<file path="src/rtl/exec_pkg.sv">
// Shared constants for the execute/writeback stage: ARM condition codes,
// CPSR flag bit positions and the ALU no-op opcode.
package exec_pkg;

    localparam logic [3:0] COND_EQ = 4'h0;
    localparam logic [3:0] COND_NE = 4'h1;
    localparam logic [3:0] COND_CS = 4'h2;
    localparam logic [3:0] COND_CC = 4'h3;
    localparam logic [3:0] COND_MI = 4'h4;
    localparam logic [3:0] COND_PL = 4'h5;
    localparam logic [3:0] COND_VS = 4'h6;
    localparam logic [3:0] COND_VC = 4'h7;
    localparam logic [3:0] COND_HI = 4'h8;
    localparam logic [3:0] COND_LS = 4'h9;
    localparam logic [3:0] COND_GE = 4'hA;
    localparam logic [3:0] COND_LT = 4'hB;
    localparam logic [3:0] COND_GT = 4'hC;
    localparam logic [3:0] COND_LE = 4'hD;
    localparam logic [3:0] COND_AL = 4'hE;
    localparam logic [3:0] COND_NV = 4'hF;

    localparam int FLAG_Z = 0;
    localparam int FLAG_C = 1;
    localparam int FLAG_N = 2;
    localparam int FLAG_V = 3;

    localparam logic [4:0] OP_NOP = 5'b11111;

endpackage

</file>
<file path="src/rtl/cond_eval.sv">
// ARM condition-field evaluator; purely combinational so branch logic can
// reuse it against any flag source.
module cond_eval
    import exec_pkg::*;
(
    input  logic [3:0] cond,
    input  logic [3:0] flags,
    output logic       pass
);

    logic z, c, n, v;

    assign z = flags[FLAG_Z];
    assign c = flags[FLAG_C];
    assign n = flags[FLAG_N];
    assign v = flags[FLAG_V];

    always_comb begin
        pass = 1'b0;
        case (cond)
            COND_EQ: pass = z;
            COND_NE: pass = !z;
            COND_CS: pass = c;
            COND_CC: pass = !c;
            COND_MI: pass = n;
            COND_PL: pass = !n;
            COND_VS: pass = v;
            COND_VC: pass = !v;
            COND_HI: pass = c && !z;
            COND_LS: pass = !c || z;
            COND_GE: pass = (n == v);
            COND_LT: pass = (n != v);
            COND_GT: pass = !z && (n == v);
            COND_LE: pass = z || (n != v);
            COND_AL: pass = 1'b1;
            default: pass = 1'b0;
        endcase
    end

endmodule

</file>
<file path="src/rtl/exec_writeback_stage.sv">
// Single-entry writeback register behind the ALU; owns the CPSR and commits
// flags at accept. Define EXEC_WB_PERF_EN for retired/annulled counters.
module exec_writeback_stage
    import exec_pkg::*;
#(
    parameter int DATA_W     = 32,
    parameter int REG_ADDR_W = 4,
    parameter int PC_REG     = 15
) (
    input  logic                  clk,
    input  logic                  reset,
    input  logic                  in_valid,
    output logic                  in_ready,
    input  logic [3:0]            cond,
    input  logic                  set_flags,
    input  logic [4:0]            operation,
    input  logic [DATA_W-1:0]     alu_result,
    input  logic [3:0]            alu_flags,
    input  logic                  alu_writeback,
    input  logic [REG_ADDR_W-1:0] dest_reg,
    output logic                  out_valid,
    input  logic                  out_ready,
    output logic                  wb_en,
    output logic [REG_ADDR_W-1:0] wb_addr,
    output logic [DATA_W-1:0]     wb_data,
    output logic                  pc_write,
`ifdef EXEC_WB_PERF_EN
    output logic [31:0]           retired_cnt,
    output logic [31:0]           annulled_cnt,
`endif
    output logic [3:0]            cpsr_flags
);

    logic                  out_valid_q;
    logic                  wb_en_q, wb_en_d;
    logic                  pc_write_q, pc_write_d;
    logic [REG_ADDR_W-1:0] wb_addr_q;
    logic [DATA_W-1:0]     wb_data_q;
    logic [3:0]            cpsr_q;
    logic                  pass, is_nop, accept, retire;

    cond_eval u_cond_eval (
        .cond  (cond),
        .flags (cpsr_q),
        .pass  (pass)
    );

    assign is_nop     = (operation == OP_NOP);
    assign in_ready   = !out_valid_q || out_ready;
    assign accept     = in_valid && in_ready;
    assign retire     = out_valid_q && out_ready;
    assign wb_en_d    = pass && alu_writeback && !is_nop;
    assign pc_write_d = wb_en_d && (dest_reg == REG_ADDR_W'(PC_REG));

    // Annulled entries are still captured so the downstream port sees every
    // instruction in order; only wb_en distinguishes them.
    always_ff @(posedge clk) begin
        if (reset) begin
            out_valid_q <= 1'b0;
            wb_en_q     <= 1'b0;
            pc_write_q  <= 1'b0;
            wb_addr_q   <= '0;
            wb_data_q   <= '0;
            cpsr_q      <= 4'b0000;
        end else begin
            if (accept) begin
                out_valid_q <= 1'b1;
                wb_en_q     <= wb_en_d;
                pc_write_q  <= pc_write_d;
                wb_addr_q   <= dest_reg;
                wb_data_q   <= alu_result;
                if (pass && set_flags && !is_nop)
                    cpsr_q <= alu_flags;
            end else if (retire) begin
                out_valid_q <= 1'b0;
                wb_en_q     <= 1'b0;
                pc_write_q  <= 1'b0;
            end
        end
    end

`ifdef EXEC_WB_PERF_EN
    logic [31:0] retired_q, annulled_q;

    always_ff @(posedge clk) begin
        if (reset) begin
            retired_q  <= '0;
            annulled_q <= '0;
        end else if (accept) begin
            if (pass) begin
                if (retired_q != 32'hFFFF_FFFF)
                    retired_q <= retired_q + 32'd1;
            end else begin
                if (annulled_q != 32'hFFFF_FFFF)
                    annulled_q <= annulled_q + 32'd1;
            end
        end
    end

    assign retired_cnt  = retired_q;
    assign annulled_cnt = annulled_q;
`endif

    assign out_valid  = out_valid_q;
    assign wb_en      = wb_en_q;
    assign pc_write   = pc_write_q;
    assign wb_addr    = wb_addr_q;
    assign wb_data    = wb_data_q;
    assign cpsr_flags = cpsr_q;

endmodule

</file>
<file path="config.mk">
export PLATFORM = sky130hd
export DESIGN_NAME = exec_writeback_stage
export DESIGN_NICKNAME = d
export VERILOG_FILES = /design/src/rtl/exec_pkg.sv /design/src/rtl/cond_eval.sv /design/src/rtl/exec_writeback_stage.sv
export SDC_FILE = /design/constraint.sdc
export NUM_CORES = 1
export LEC_CHECK = 0
export CAP_MARGIN = 10
export CORE_MARGIN = 8
export CORE_UTILIZATION = 59
export DETAILED_ROUTE_END_ITERATION = 8
export DONT_BUFFER_PORTS = 1
export PLACE_DENSITY = 0.75
export SETUP_SLACK_MARGIN = 0.2
export SLEW_MARGIN = 20
export SYNTH_ARGS = -nofsm -noshare
export SYNTH_HDL_FRONTEND = slang
export SYNTH_SLANG_ARGS = --single-unit
</file>
<file path="constraint.sdc">
create_clock -name clk -period 2.5 [get_ports clk]
set_input_delay 0.75 -clock clk [delete_from_list [all_inputs] [get_ports clk]]
set_output_delay 0.75 -clock clk [all_outputs]
set_load 0.005 [all_outputs]
</file>
**After elaboration in Yosys (flattened, before gate mapping)**

Index checks and enable logic that the tools add are counted.

- Register bits: 43
- Word-level logic and storage cells: 50
- Input bits: 55
- Output and inout port bits: 44

- Reductions and logical operators: 21
- Muxes and demuxes: 5
- Equality and inequality tests: 18

Operators by type and width:

| cell | count |
|---|---|
| $eq A4 B4 Y1 const B | 8 |
| $eq A4 B3 Y1 const B | 4 |
| $pmux W1 S15 | 1 |
| $logic_and A1 B1 Y1 | 9 |
| $eq A4 B2 Y1 const B | 2 |
| $logic_not A1 Y1 | 6 |
| $eq A5 B5 Y1 const B | 1 |
| $eq A4 B1 Y1 const B | 1 |
| $logic_not A4 Y1 | 1 |
| $mux W1 | 4 |
| $logic_or A1 B1 Y1 | 3 |
| $reduce_and A2 Y1 | 1 |
| $reduce_bool A2 Y1 | 1 |
| $eq A1 B1 Y1 | 1 |
| $ne A1 B1 Y1 | 1 |

**Logic depth before layout (Yosys ltp)**

Gate-level depths: netlist (run 1).

- Word-level depth: 7
- Gate-level depth with buffers: 7
- Depth with buffers taken out: 6

**Cells and area by module**

Synthesis (run 1) repeated with hierarchy kept, for this count alone.

- Cell total of the unflattened synthesis: 219
- Area total of the unflattened synthesis: 1785.5 µm²

Modules (own cells, without submodules):

| module | cells an instance | sequential area each (µm²) | instances | area an instance (µm²) |
|---|---|---|---|---|
| exec_writeback_stage | 191 | 860.8 | 1 | 1591.5 |
| cond_eval | 28 | 0.0 | 1 | 193.9 |

**Worst setup path before layout (run 1)**

OpenSTA, ideal clock, no wires.

- Path type: input to register
- Start point: input port cond[1]
- End point: register cpsr_q[0] (netlist: cpsr_flags[0])
- Buffers on the path: 1
- Cell stages on the path: 7
- Required time: 2428 ps
- Path slack: 483 ps
- Library setup time: 72 ps
- Arrival: 1946 ps
- Cells stage by stage: buf_4 or3b_1 a21oi_1 o31ai_1 o311a_4 nor2_8 mux2i_1

- Cells in the longest elaborated chain, start to end: 5
- Elaborated cells between the ends (all ways): 19
- Those cells by class: eq/ne (14); mux (1); reduce/logical (4)

Ends and longest elaborated chain:

| item | line | source |
|---|---|---|
| start: declaration | exec_writeback_stage.sv:14 | `input logic [3:0] cond,` |
| $eq A4 B4 Y1, or another cell as far along | cond_eval.sv:20 | `case (cond)` |
| $pmux W1 S15 * | cond_eval.sv:20 |  |
| $logic_and A1 B1 Y1 * (2 in series) | exec_writeback_stage.sv:72 | `if (pass && set_flags && !is_nop)` |
| $reduce_and A2 Y1 (no source line) * | - |  |
| end signal: assignment | exec_writeback_stage.sv:73 | `cpsr_q <= alu_flags;` |
| end: declaration | exec_writeback_stage.sv:39 | `logic [3:0] cpsr_q;` |

Mark *: on every way between the ends. The rest lies on a longest branch, timed or not.
A chain may end at the register's enable or synchronous reset.

**Worst setup path in the final report (run 1)**

- Start point: register cpsr_q[2] (netlist: cpsr_flags[2])
- End point: register cpsr_q[1] (netlist: cpsr_flags[1])

- Cells in the longest elaborated chain, start to end: 6
- Elaborated cells between the ends (all ways): 9
- Those cells by class: eq/ne (2); mux (1); reduce/logical (6)

Ends and longest elaborated chain:

| item | line |
|---|---|
| $ne A1 B1 Y1 / $eq A1 B1 Y1 (equally long branches) | - |
| $logic_or A1 B1 Y1 / $logic_and A1 B1 Y1 (equally long branches) | cond_eval.sv:34, cond_eval.sv:33 |
| $pmux W1 S15 * | cond_eval.sv:20 |
| $logic_and A1 B1 Y1 * (2 in series) | exec_writeback_stage.sv:72 |
| $reduce_and A2 Y1 (no source line) * | - |

Marks and branches as above.

==> run_summary.xml, run 1 <==
<?xml version="1.0" encoding="UTF-8"?>
<metrics>
  <group name="worst_hold_path">
    <metric name="holdCritPathClass" unit="">in -&gt; reg</metric>
  </group>
  <group name="yosys">
    <metric name="synth.cell_area" unit="µm²">1800</metric>
    <metric name="ys_dominant_reg_cell" unit="">sky130_fd_sc_hd__dfxtp_1</metric>
    <metric name="post_synth_num_cell_types" unit="">33</metric>
    <metric name="edff_count_synth" unit="">0</metric>
    <metric name="netlist_instances" unit="">224</metric>
    <metric name="syn_avg_cell_area" unit="µm²">8.04</metric>
    <metric name="synth.yosys.seq_area_share" unit="%">47.8</metric>
    <metric name="async_reset_ff_share" unit="%">0</metric>
    <metric name="ys.warnings.count" unit="">0</metric>
    <metric name="ys_ff_latch" unit="">43</metric>
    <metric name="synth_nets" unit="">279</metric>
  </group>
  <group name="sta">
    <metric name="finalSetupViolations" unit="">0</metric>
    <metric name="timing.final.hold_violations" unit="">0</metric>
    <metric name="max-slew-margin-rel" unit="%">76.8</metric>
    <metric name="rsz_0062_raised_after_global_routing" unit="">no</metric>
    <metric name="finalWorstSetupSlack" unit="ns">0.737</metric>
    <metric name="maxSlewViolCount" unit="">0</metric>
    <metric name="post-route-period-util" unit="%">70.5</metric>
    <metric name="time_the_worst_path_needs_with_i_o_delays_and_setup" unit="ns">1.76</metric>
    <metric name="slew_worst_pin" unit="ns">0.342</metric>
    <metric name="finalHoldWorstSlack" unit="ns">0.463</metric>
    <metric name="setup_tns" unit="ns">0</metric>
    <metric name="fmax" unit="MHz">567</metric>
    <metric name="fin_worst_skew" unit="ns">0.0109</metric>
  </group>
  <group name="place">
    <metric name="placement.io_buffers" unit="">0</metric>
    <metric name="dpl_worst_slack" unit="ns">0.471</metric>
    <metric name="place_hpwl" unit="µm">3410</metric>
    <metric name="routabilityCongestion" unit="">0.793</metric>
  </group>
  <group name="finish">
    <metric name="n_antenna_cell" unit="">0</metric>
    <metric name="final_layout_size_suffix_gt1_share" unit="%">5.94</metric>
    <metric name="nets" unit="">273</metric>
    <metric name="growth_of_design_area_from_synthesis_to_finish" unit="%">1.88</metric>
  </group>
  <group name="floorplan">
    <metric name="placementRows" unit="">20</metric>
    <metric name="die_y" unit="µm">71.2</metric>
    <metric name="die_w" unit="µm">71.2</metric>
    <metric name="die_area" unit="µm²">5080</metric>
    <metric name="core" unit="µm²">2980</metric>
    <metric name="boundaryPins" unit="">99</metric>
    <metric name="starting_density_of_the_core" unit="%">60.5</metric>
  </group>
  <group name="pwr">
    <metric name="worst_ir_drop_vdd" unit="µV">385</metric>
    <metric name="power.static_leakage" unit="nW">0.712</metric>
    <metric name="powerDensity" unit="nW/µm²">652</metric>
  </group>
  <group name="routing">
    <metric name="drc" unit="">0</metric>
    <metric name="vias" unit="">1489</metric>
    <metric name="firstDrtPassIters" unit="">4</metric>
    <metric name="routed_wire_length_per_instance" unit="µm">17.8</metric>
    <metric name="routed_via_density" unit="">5.91</metric>
    <metric name="drt.antenna.violating_nets" unit="">0</metric>
    <metric name="drt_first_iter_violations" unit="">92</metric>
    <metric name="wirelength" unit="µm">4480</metric>
  </group>
  <group name="global_routing">
    <metric name="vias_in_the_first_global_route" unit="">1444</metric>
    <metric name="gr-usage-all-layers" unit="%">17.2</metric>
    <metric name="grt_antenna_before_repair" unit="">0</metric>
    <metric name="grt_first_pass_wirelength" unit="µm">7040</metric>
    <metric name="overall_overflow_remaining_after_global_route" unit="">0</metric>
    <metric name="grt_start_max_net_pins" unit="">48</metric>
  </group>
  <group name="clocking">
    <metric name="cts_buffers" unit="">5</metric>
    <metric name="clk_pin_slew" unit="ns">0.13</metric>
    <metric name="clk_latency" unit="ns">0.34</metric>
    <metric name="buffer_type_at_the_clock_tree_root" unit="">sky130_fd_sc_hd__clkbuf_4</metric>
    <metric name="tritoncts" unit="">yes</metric>
    <metric name="cts.htree.levels" unit="">2</metric>
    <metric name="cts_resized" unit="">0</metric>
    <metric name="cts_num_sinks" unit="">43</metric>
    <metric name="cts_post_setup_buffers_inserted" unit="">0</metric>
    <metric name="cts_hold_repair.buffers" unit="">0</metric>
    <metric name="cts_buffer_depth" unit="">2</metric>
  </group>
  <group name="setup_path">
    <metric name="critPathKind" unit="">reg -&gt; reg</metric>
    <metric name="arrival" unit="ns">2.02</metric>
    <metric name="crit_path_start_kind" unit="">flip-flop</metric>
    <metric name="timing.critical_path.fanout_max" unit="">7</metric>
    <metric name="cp-end-kind" unit="">flip-flop</metric>
    <metric name="worst-endpoint-required" unit="ns">2.76</metric>
  </group>
  <group name="outcome">
    <metric name="result_of_the_run" unit="">complete, no violations</metric>
  </group>
  <group name="flow_run">
    <metric name="maxCapViolations" unit="">0</metric>
  </group>
</metrics>
## per-layer routing
metal / share of wire [%] / GRT usage, %
met5: 0 / 0
met4: 1.4 / 6.93
met3: 13 / 9.48
met2: 49 / 29.6
met1: 36 / 16.6
## power by group
| part | switching [W] | total (W) | internal, W | leakage (nW) |
|---|---|---|---|---|
| Combinational | 0.0000657 | 0.000118 | 0.0000524 | 0.331 |
| Sequential | 0.0000346 | 0.000759 | 0.000724 | 0.353 |
| Clock | 0.000211 | 0.000320 | 0.000109 | 0.0282 |
## cell usage after synthesis, types with 2 or more instances
cell type | count | area (µm²)
sky130_fd_sc_hd__a21oi_1 | 42 | 210
sky130_fd_sc_hd__a2bb2oi_1 | 2 | 17.5
sky130_fd_sc_hd__buf_6 | 2 | 22.5
sky130_fd_sc_hd__clkbuf_1 | 11 | 41.3
sky130_fd_sc_hd__dfxtp_1 | 43 | 861
sky130_fd_sc_hd__inv_1 | 2 | 7.51
sky130_fd_sc_hd__mux2i_1 | 7 | 70.1
sky130_fd_sc_hd__nand2_1 | 76 | 285
sky130_fd_sc_hd__nand2b_1 | 11 | 68.8
sky130_fd_sc_hd__nand3_1 | 2 | 10.0
sky130_fd_sc_hd__nand3b_1 | 2 | 15.0
sky130_fd_sc_hd__nor2_1 | 3 | 11.3
## state kept, by name, indices dropped and copies added (netlist names)
| signal | count |
|---|---|
| cpsr_flags | 4 |
| out_valid | 1 |
| pc_write | 1 |
| wb_addr | 4 |
| wb_data | 32 |
| wb_en | 1 |
## through the flow
step / area [µm²] / util [%] / total power [W] / instances
final: 1830 / 61.6 / 0.00120 / 252
after global routing: 1830 / 61.6 / 0.00126 / 252
after CTS: 1830 / 61.6 / 0.00121 / 252
after detailed placement: 1780 / 59.8 / 0.000895 / 244
after global placement: 1780 / 59.8 / 0.000886 / 244
after floorplan: 1800 / - / 0.000882 / 224
## logic make-up after synthesis
logic type                after synthesis  share of synthesized area [%]
and+or+nand+nor                       104                           26.3
AOI/OAI and AO/OA                      51                           16.6
DFF                                    43                           47.8
buffers and inverters                  18                           4.86
muxes                                   7                           3.89
xor gates and xnor gates                1                          0.487
## area by class of cell
class                   instances  area [µm²]
multi-input cells             163         852
inverters                       3        11.3
repair buffers                  2        15.0
clock inverters                 2        12.5
clock buffers                   6        41.3
well taps                      33        41.3
fillers                       284        1140
flip-flops and latches         43         861
## worst paths after layout
| path | startpoint | endpoint | slack [ns] | cells after the start |
|---|---|---|---|---|
| max reg2reg | cpsr_flags[2] | cpsr_flags[1] | 0.74 | 6 |
| min | reset | wb_data[18] | 0.46 | 1 |
| min reg2reg | wb_data[2] | wb_data[2] | 0.48 | 2 |
| max | cpsr_flags[2] | cpsr_flags[1] | 0.74 | 6 |
## worst max-delay path: stages (launching register included)
cell and delay (ns):
sky130_fd_sc_hd__dfxtp_1 0.51, sky130_fd_sc_hd__mux2i_1 0.14, sky130_fd_sc_hd__o311ai_1 0.33, sky130_fd_sc_hd__o31ai_1 0.17, sky130_fd_sc_hd__o311a_4 0.18, sky130_fd_sc_hd__nor2_8 0.15
sky130_fd_sc_hd__mux2i_1 0.21
## cells in the final DEF, fill, tap and decap left out, types with 2 or more instances in the layout
master / synthesis / layout
sky130_fd_sc_hd__nand2_1: 76 / 76
sky130_fd_sc_hd__dfxtp_1: 43 / 43
sky130_fd_sc_hd__a21oi_1: 42 / 42
sky130_fd_sc_hd__nand2b_1: 11 / 11
sky130_fd_sc_hd__mux2i_1: 7 / 7
sky130_fd_sc_hd__clkbuf_4: 0 / 5
sky130_fd_sc_hd__nor2_1: 3 / 3
sky130_fd_sc_hd__inv_1: 2 / 2
sky130_fd_sc_hd__nand3b_1: 2 / 2
sky130_fd_sc_hd__nand3_1: 2 / 2
sky130_fd_sc_hd__a2bb2oi_1: 2 / 2
sky130_fd_sc_hd__buf_4: 1 / 2
No activity file was read; power rests on OpenSTA's default activity.
==> run 2: changes to the inputs <==
--- a/config.mk
+++ b/config.mk
@@ -7,10 +7,10 @@
 export LEC_CHECK = 0
 export CAP_MARGIN = 10
 export CORE_MARGIN = 8
-export CORE_UTILIZATION = 59
+export CORE_UTILIZATION = 55
 export DETAILED_ROUTE_END_ITERATION = 8
 export DONT_BUFFER_PORTS = 1
-export PLACE_DENSITY = 0.75
+export PLACE_DENSITY = 0.73
 export SETUP_SLACK_MARGIN = 0.2
 export SLEW_MARGIN = 20
 export SYNTH_ARGS = -nofsm -noshare
==> constraint.sdc (replaced) <==
create_clock -name clk -period 1.5 [get_ports clk]
set_input_delay 0.45 -clock clk [delete_from_list [all_inputs] [get_ports clk]]
set_output_delay 0.45 -clock clk [all_outputs]
set_load 0.005 [all_outputs]
==> run 2 against run 1 <==
The flow now finishes with violations (setup timing). Fmax rose by 10%. Worst setup slack got worse by 0.84 ns. Core utilization rose by 3.0 points. Clock skew fell by 0.0015 ns. Hold slack got worse by 0.29 ns. Non-clock buffer count rose by 9. Critical path type unchanged. Highest routed layer unchanged.
==> run_summary.xml, run 2 (synthesized netlist as in run 1, its figures left out) <==
<?xml version="1.0" encoding="UTF-8"?>
<metrics>
  <group name="worst_hold_path">
    <metric name="holdCritPathClass" unit="">in -&gt; reg</metric>
  </group>
  <group name="finish">
    <metric name="number_of_flip_flops_under_the_largest_register_name" unit="">32</metric>
    <metric name="finish.cell_count_without_fillers" unit="">272</metric>
    <metric name="nets" unit="">282</metric>
    <metric name="layout.cells.most_common" unit="">sky130_fd_sc_hd__nand2_1</metric>
    <metric name="mostFrequentLayoutCells" unit="">sky130_fd_sc_hd__nand2_1 (76), sky130_fd_sc_hd__a21oi_1 (42), sky130_fd_sc_hd__dfxtp_1 (38)</metric>
    <metric name="n_antenna_cell" unit="">0</metric>
    <metric name="growth_of_design_area_from_synthesis_to_finish" unit="%">10.5</metric>
    <metric name="fin_util" unit="%">64.6</metric>
    <metric name="postLayoutCellArea" unit="µm²">1990</metric>
    <metric name="final_layout_size_suffix_gt1_share" unit="%">14.0</metric>
  </group>
  <group name="place">
    <metric name="post-place-cells" unit="">262</metric>
    <metric name="routabilityCongestion" unit="">0.780</metric>
    <metric name="dpl-instance-area" unit="µm²">1870</metric>
    <metric name="placement.io_buffers" unit="">0</metric>
    <metric name="place_hpwl" unit="µm">3660</metric>
    <metric name="dpl_worst_slack" unit="ns">-0.216</metric>
  </group>
  <group name="routing">
    <metric name="drt.antenna.violating_nets" unit="">0</metric>
    <metric name="drt_first_iter_violations" unit="">59</metric>
    <metric name="vias" unit="">1541</metric>
    <metric name="wirelength" unit="µm">4720</metric>
    <metric name="drc" unit="">0</metric>
    <metric name="routed_via_density" unit="">5.67</metric>
    <metric name="routed_wire_length_per_instance" unit="µm">17.3</metric>
    <metric name="firstDrtPassIters" unit="">4</metric>
  </group>
  <group name="pwr">
    <metric name="power.switching_fraction" unit="%">26.4</metric>
    <metric name="sequentialPowerShare" unit="%">61.9</metric>
    <metric name="power.static_leakage" unit="nW">0.777</metric>
    <metric name="internal_power" unit="W">0.00150</metric>
    <metric name="power.share.clock" unit="%">26.5</metric>
    <metric name="fin_total_pwr" unit="W">0.00204</metric>
    <metric name="powerDensity" unit="nW/µm²">1020</metric>
    <metric name="comb_power_share" unit="%">11.6</metric>
    <metric name="switchingPower" unit="W">0.000537</metric>
    <metric name="worst_ir_drop_vdd" unit="µV">717</metric>
  </group>
  <group name="sta">
    <metric name="post-route-period-util" unit="%">107</metric>
    <metric name="rsz_0062_raised_after_global_routing" unit="">yes</metric>
    <metric name="timing.final.hold_violations" unit="">0</metric>
    <metric name="time_the_worst_path_needs_with_i_o_delays_and_setup" unit="ns">1.60</metric>
    <metric name="maxSlewViolCount" unit="">0</metric>
    <metric name="finalSetupViolations" unit="">6</metric>
    <metric name="max-slew-margin-rel" unit="%">79.8</metric>
    <metric name="fmax" unit="MHz">624</metric>
    <metric name="fin_worst_skew" unit="ns">0.00938</metric>
    <metric name="finalWorstSetupSlack" unit="ns">-0.102</metric>
    <metric name="slew_worst_pin" unit="ns">0.299</metric>
  </group>
  <group name="global_routing">
    <metric name="gr-usage-all-layers" unit="%">17.2</metric>
    <metric name="vias_in_the_first_global_route" unit="">1492</metric>
    <metric name="overall_overflow_remaining_after_global_route" unit="">0</metric>
    <metric name="grt_antenna_before_repair" unit="">0</metric>
    <metric name="grt_first_pass_wirelength" unit="µm">7290</metric>
    <metric name="grt_start_max_net_pins" unit="">48</metric>
  </group>
  <group name="setup_path">
    <metric name="r2r_cells" unit="">5</metric>
    <metric name="worst_setup_path_startpoint" unit="">cpsr_flags[3]</metric>
    <metric name="timing.critical_path.fanout_max" unit="">6</metric>
    <metric name="regToRegStartpoint" unit="">cpsr_flags[3]</metric>
    <metric name="critPathKind" unit="">reg -&gt; reg</metric>
    <metric name="r2r_end" unit="">cpsr_flags[0]</metric>
    <metric name="crit_path_start_kind" unit="">flip-flop</metric>
    <metric name="arrival" unit="ns">1.86</metric>
    <metric name="regToRegSetupSlack" unit="ns">-0.10</metric>
    <metric name="crit_end" unit="">cpsr_flags[0]</metric>
    <metric name="worst-endpoint-required" unit="ns">1.76</metric>
    <metric name="cp-end-kind" unit="">flip-flop</metric>
  </group>
  <group name="floorplan">
    <metric name="die_y" unit="µm">73.2</metric>
    <metric name="boundaryPins" unit="">99</metric>
    <metric name="core" unit="µm²">3080</metric>
    <metric name="die_w" unit="µm">73.2</metric>
    <metric name="starting_density_of_the_core" unit="%">58.5</metric>
    <metric name="die_area" unit="µm²">5360</metric>
    <metric name="placementRows" unit="">20</metric>
  </group>
  <group name="outcome">
    <metric name="result_of_the_run" unit="">finished with violations</metric>
    <metric name="violations" unit="">setup timing</metric>
  </group>
  <group name="clocking">
    <metric name="cts_buffer_depth" unit="">2</metric>
    <metric name="cts_buffers" unit="">5</metric>
    <metric name="cts_num_sinks" unit="">43</metric>
    <metric name="tritoncts" unit="">yes</metric>
    <metric name="clk_pin_slew" unit="ns">0.12</metric>
    <metric name="buffer_type_at_the_clock_tree_root" unit="">sky130_fd_sc_hd__clkbuf_4</metric>
    <metric name="cts.htree.levels" unit="">2</metric>
    <metric name="clk_latency" unit="ns">0.34</metric>
  </group>
  <group name="flow_run">
    <metric name="maxCapViolations" unit="">0</metric>
  </group>
</metrics>
run 2: changes by cell type in the layout (fill, tap and decap cells not counted), sizes merged:
| cell | change |
|---|---|
| buf | +9 |
run 2: worst min path at each step:
| stage | depth (start not counted) | to | from |
|---|---|---|---|
| floorplan | 2 | wb_addr[0] | wb_addr[0] |
| global placement | 2 | wb_data[3] | wb_data[3] |
| detailed placement | 2 | wb_addr[0] | wb_addr[0] |
| CTS | 1 | wb_data[18] | reset |
| global route | 1 | out_valid | reset |
| finish | 1 | wb_data[1] | reset |
run 2: power by group through the flow:
stage / sequential (W) / combinational [W] / clock (W)
6_report: 0.00126 / 0.000236 / 0.000539
5_1_grt: 0.00127 / 0.000263 / 0.000604
4_1_cts: 0.00127 / 0.000229 / 0.000550
3_5_place_dp: 0.00129 / 0.000226 / 0
3_3_place_gp: 0.00129 / 0.000211 / 0
2_1_floorplan: 0.00127 / 0.000209 / 0
run 2: critical path, cell delays in order, from the launching register on:
cell	delay (ns)
sky130_fd_sc_hd__dfxtp_4	0.39
sky130_fd_sc_hd__o41ai_2	0.32
sky130_fd_sc_hd__a21oi_1	0.08
sky130_fd_sc_hd__o311a_4	0.40
sky130_fd_sc_hd__nor2_8	0.12
sky130_fd_sc_hd__mux2i_1	0.22
run 2: repair_timing:
action,CTS,global route
hold buffers,0,0
pin swaps,1,0
resized for setup,5,11
setup buffers,1,1
setup endpoints to repair,32,46
run 2: layout make-up:
type	instances	area [µm²]
clock inverters	2	12.5
fillers	269	1090
well taps	44	55.1
inverters	3	11.3
clock buffers	6	41.3
multi-input cells	163	882
repair buffers	11	110
flip-flops and latches	43	877
run 2: metrics by stage:
stage / hold WS (ns) / TNS, ns
final: 0.171 / -0.315
after detailed placement: 0.466 / -0.913
after global routing: 0.130 / -0.688
after global placement: 0.464 / -0.356
after floorplan: 0.453 / -0.813
after CTS: 0.149 / -0.365
run 2: layer usage:
metal  share of wire [%]  vias to the layer above  global-route usage (%)
met5                   0                        -                       0
met4                 2.4                        0                    7.11
met3                  14                       12                    9.20
met2                  49                       80                    28.8
met1                  35                      696                    17.4
li1                    -                      753                       -
==> run 3: changes to the inputs <==
--- a/config.mk
+++ b/config.mk
@@ -6,7 +6,6 @@
 export NUM_CORES = 1
 export LEC_CHECK = 0
 export CAP_MARGIN = 10
-export CORE_MARGIN = 8
 export CORE_UTILIZATION = 55
 export DETAILED_ROUTE_END_ITERATION = 8
 export DONT_BUFFER_PORTS = 1
==> run 3 against run 2 <==
The flow still finishes with violations (setup timing). Die area shrank 35%. Sequential cell count is the same. Core utilization shrank 0.53 points. Critical path type unchanged. Largest power group unchanged. First-iteration DRC count grew 120%. Cell count shrank 0.74%.
==> run_summary.xml, run 3 (synthesized netlist as in run 1, its figures left out) <==
<?xml version="1.0" encoding="UTF-8"?>
<metrics>
  <group name="outcome">
    <metric name="result_of_the_run" unit="">finished with violations</metric>
    <metric name="violations" unit="">setup timing</metric>
  </group>
  <group name="routing">
    <metric name="dr_wl_met3" unit="µm">358</metric>
    <metric name="top_layer_used" unit="">met4</metric>
    <metric name="vias" unit="">1544</metric>
    <metric name="wirelength" unit="µm">4220</metric>
    <metric name="route.layer.met1.wl" unit="µm">1520</metric>
    <metric name="drt.antenna.violating_nets" unit="">0</metric>
    <metric name="routed_met2_length" unit="µm">2250</metric>
    <metric name="drt_first_iter_violations" unit="">128</metric>
    <metric name="drc" unit="">0</metric>
    <metric name="routed_via_density" unit="">5.72</metric>
    <metric name="firstDrtPassIters" unit="">4</metric>
    <metric name="routed_wire_length_per_instance" unit="µm">15.6</metric>
  </group>
  <group name="finish">
    <metric name="mostFrequentLayoutCells" unit="">sky130_fd_sc_hd__nand2_1 (76), sky130_fd_sc_hd__a21oi_1 (42), sky130_fd_sc_hd__dfxtp_1 (38)</metric>
    <metric name="ff_latch_area" unit="µm²">872</metric>
    <metric name="layout.cells.most_common" unit="">sky130_fd_sc_hd__nand2_1</metric>
    <metric name="nets" unit="">280</metric>
    <metric name="finish.cell_count_without_fillers" unit="">270</metric>
    <metric name="growth_of_design_area_from_synthesis_to_finish" unit="%">9.59</metric>
    <metric name="n_antenna_cell" unit="">0</metric>
    <metric name="filler_cells" unit="">271</metric>
    <metric name="number_of_flip_flops_under_the_largest_register_name" unit="">32</metric>
    <metric name="multi_input_comb_area" unit="µm²">886</metric>
    <metric name="postLayoutCellArea" unit="µm²">1970</metric>
    <metric name="final_layout_size_suffix_gt1_share" unit="%">13.3</metric>
    <metric name="fin_util" unit="%">64.1</metric>
  </group>
  <group name="place">
    <metric name="placement.io_buffers" unit="">0</metric>
    <metric name="place_hpwl" unit="µm">3130</metric>
    <metric name="dpl-instance-area" unit="µm²">1870</metric>
    <metric name="routabilityCongestion" unit="">0.744</metric>
    <metric name="dpl_worst_slack" unit="ns">-0.197</metric>
    <metric name="post-place-cells" unit="">262</metric>
  </group>
  <group name="sta">
    <metric name="maxSlewViolCount" unit="">0</metric>
    <metric name="fin_worst_skew" unit="ns">0.0105</metric>
    <metric name="finalWorstSetupSlack" unit="ns">-0.0941</metric>
    <metric name="max-slew-margin-rel" unit="%">81.5</metric>
    <metric name="slew_worst_pin" unit="ns">0.269</metric>
    <metric name="time_the_worst_path_needs_with_i_o_delays_and_setup" unit="ns">1.59</metric>
    <metric name="post-route-period-util" unit="%">106</metric>
    <metric name="finalSetupViolations" unit="">4</metric>
    <metric name="fmax" unit="MHz">627</metric>
    <metric name="timing.final.hold_violations" unit="">0</metric>
    <metric name="rsz_0062_raised_after_global_routing" unit="">yes</metric>
  </group>
  <group name="floorplan">
    <metric name="die_w" unit="µm">59.2</metric>
    <metric name="boundaryPins" unit="">99</metric>
    <metric name="starting_density_of_the_core" unit="%">58.5</metric>
    <metric name="core" unit="µm²">3080</metric>
    <metric name="die_y" unit="µm">59.2</metric>
    <metric name="die_area" unit="µm²">3510</metric>
    <metric name="placementRows" unit="">20</metric>
  </group>
  <group name="clocking">
    <metric name="clk_pin_slew" unit="ns">0.12</metric>
    <metric name="cts.htree.levels" unit="">2</metric>
    <metric name="buffer_type_at_the_clock_tree_root" unit="">sky130_fd_sc_hd__clkbuf_4</metric>
    <metric name="clk_latency" unit="ns">0.34</metric>
    <metric name="cts_buffers" unit="">5</metric>
    <metric name="cts_post_setup_buffers_inserted" unit="">0</metric>
    <metric name="cts_buffer_depth" unit="">2</metric>
    <metric name="tritoncts" unit="">yes</metric>
    <metric name="cts_num_sinks" unit="">43</metric>
  </group>
  <group name="flow_run">
    <metric name="maxCapViolations" unit="">0</metric>
  </group>
  <group name="setup_path">
    <metric name="cp-end-kind" unit="">flip-flop</metric>
    <metric name="arrival" unit="ns">1.86</metric>
    <metric name="critPathKind" unit="">reg -&gt; reg</metric>
    <metric name="crit_path_start_kind" unit="">flip-flop</metric>
    <metric name="timing.critical_path.fanout_max" unit="">6</metric>
    <metric name="r2r_cells" unit="">5</metric>
    <metric name="worst-endpoint-required" unit="ns">1.76</metric>
  </group>
  <group name="global_routing">
    <metric name="grt_first_pass_wirelength" unit="µm">6200</metric>
    <metric name="vias_in_the_first_global_route" unit="">1469</metric>
    <metric name="overall_overflow_remaining_after_global_route" unit="">0</metric>
    <metric name="grt_antenna_before_repair" unit="">0</metric>
    <metric name="gr-usage-all-layers" unit="%">23.9</metric>
    <metric name="grt_start_max_net_pins" unit="">48</metric>
  </group>
  <group name="pwr">
    <metric name="powerDensity" unit="nW/µm²">1030</metric>
    <metric name="fin_total_pwr" unit="W">0.00203</metric>
    <metric name="worst_ir_drop_vdd" unit="µV">795</metric>
    <metric name="power.static_leakage" unit="nW">0.770</metric>
  </group>
  <group name="worst_hold_path">
    <metric name="holdCritPathClass" unit="">in -&gt; reg</metric>
    <metric name="worst_hold_path.num_cells" unit="">1</metric>
  </group>
</metrics>
run 3: cell types whose count changed in the layout (fill, tap and decap cells not counted):
cell,previous run,this run
sky130_fd_sc_hd__dfxtp_2,1,3
sky130_fd_sc_hd__o311ai_1,1,0
sky130_fd_sc_hd__buf_4,6,5
sky130_fd_sc_hd__buf_6,4,2
sky130_fd_sc_hd__mux2i_2,1,0
sky130_fd_sc_hd__dfxtp_4,4,2
sky130_fd_sc_hd__buf_8,0,1
sky130_fd_sc_hd__o311ai_2,0,1
sky130_fd_sc_hd__mux2i_1,6,7
run 3: final cells by class:
class | instances | share of cell area, %
multi-input cells | 163 | 44.9
inverters | 3 | 0.571
clock inverters | 2 | 0.634
repair buffers | 9 | 4.82
flip-flops and latches | 43 | 44.2
well taps | 44 | 2.79
clock buffers | 6 | 2.09
run 3: final timing paths:
check | start | to | slack (ns)
max reg2reg | cpsr_flags[3] | cpsr_flags[0] | -0.09
min reg2reg | wb_data[26] | wb_data[26] | 0.48
min | reset | wb_data[15] | 0.16
max | cpsr_flags[3] | cpsr_flags[0] | -0.09
run 3: what timing repair did:
item                       CTS  global route
hold buffers                 0             0
resized for setup            4            10
setup endpoints to repair   18            42
pin swaps                    1             1
run 3: per-stage QoR:
| stage | hold slack (ns) | setup TNS [ns] |
|---|---|---|
| 5_1_grt | 0.124 | -0.713 |
| 2_1_floorplan | 0.453 | -0.813 |
| 6_report | 0.156 | -0.274 |
| 3_3_place_gp | 0.455 | -0.322 |
| 3_5_place_dp | 0.462 | -0.857 |
| 4_1_cts | 0.135 | -0.330 |
run 3: power breakdown:
part           switching, W  total, W  internal (W)  leakage, nW
Sequential        0.0000546   0.00126       0.00121        0.356
Clock              0.000350  0.000531      0.000181       0.0282
Combinational      0.000125  0.000237      0.000113        0.386
run 3: critical path, stage by stage (launching register included):
cell                      delay [ns]
sky130_fd_sc_hd__dfxtp_2        0.38
sky130_fd_sc_hd__o41ai_2        0.31
sky130_fd_sc_hd__a21oi_1        0.08
sky130_fd_sc_hd__o311a_4        0.40
sky130_fd_sc_hd__nor2_8         0.13
sky130_fd_sc_hd__mux2i_1        0.21
run 3: per-layer routing:
layer / track usage, % / vias to the layer above
met2: 45.1 / 71
li1: - / 746
met1: 22.8 / 715
met5: 0 / -
met3: 8.08 / 12
met4: 11.9 / 0
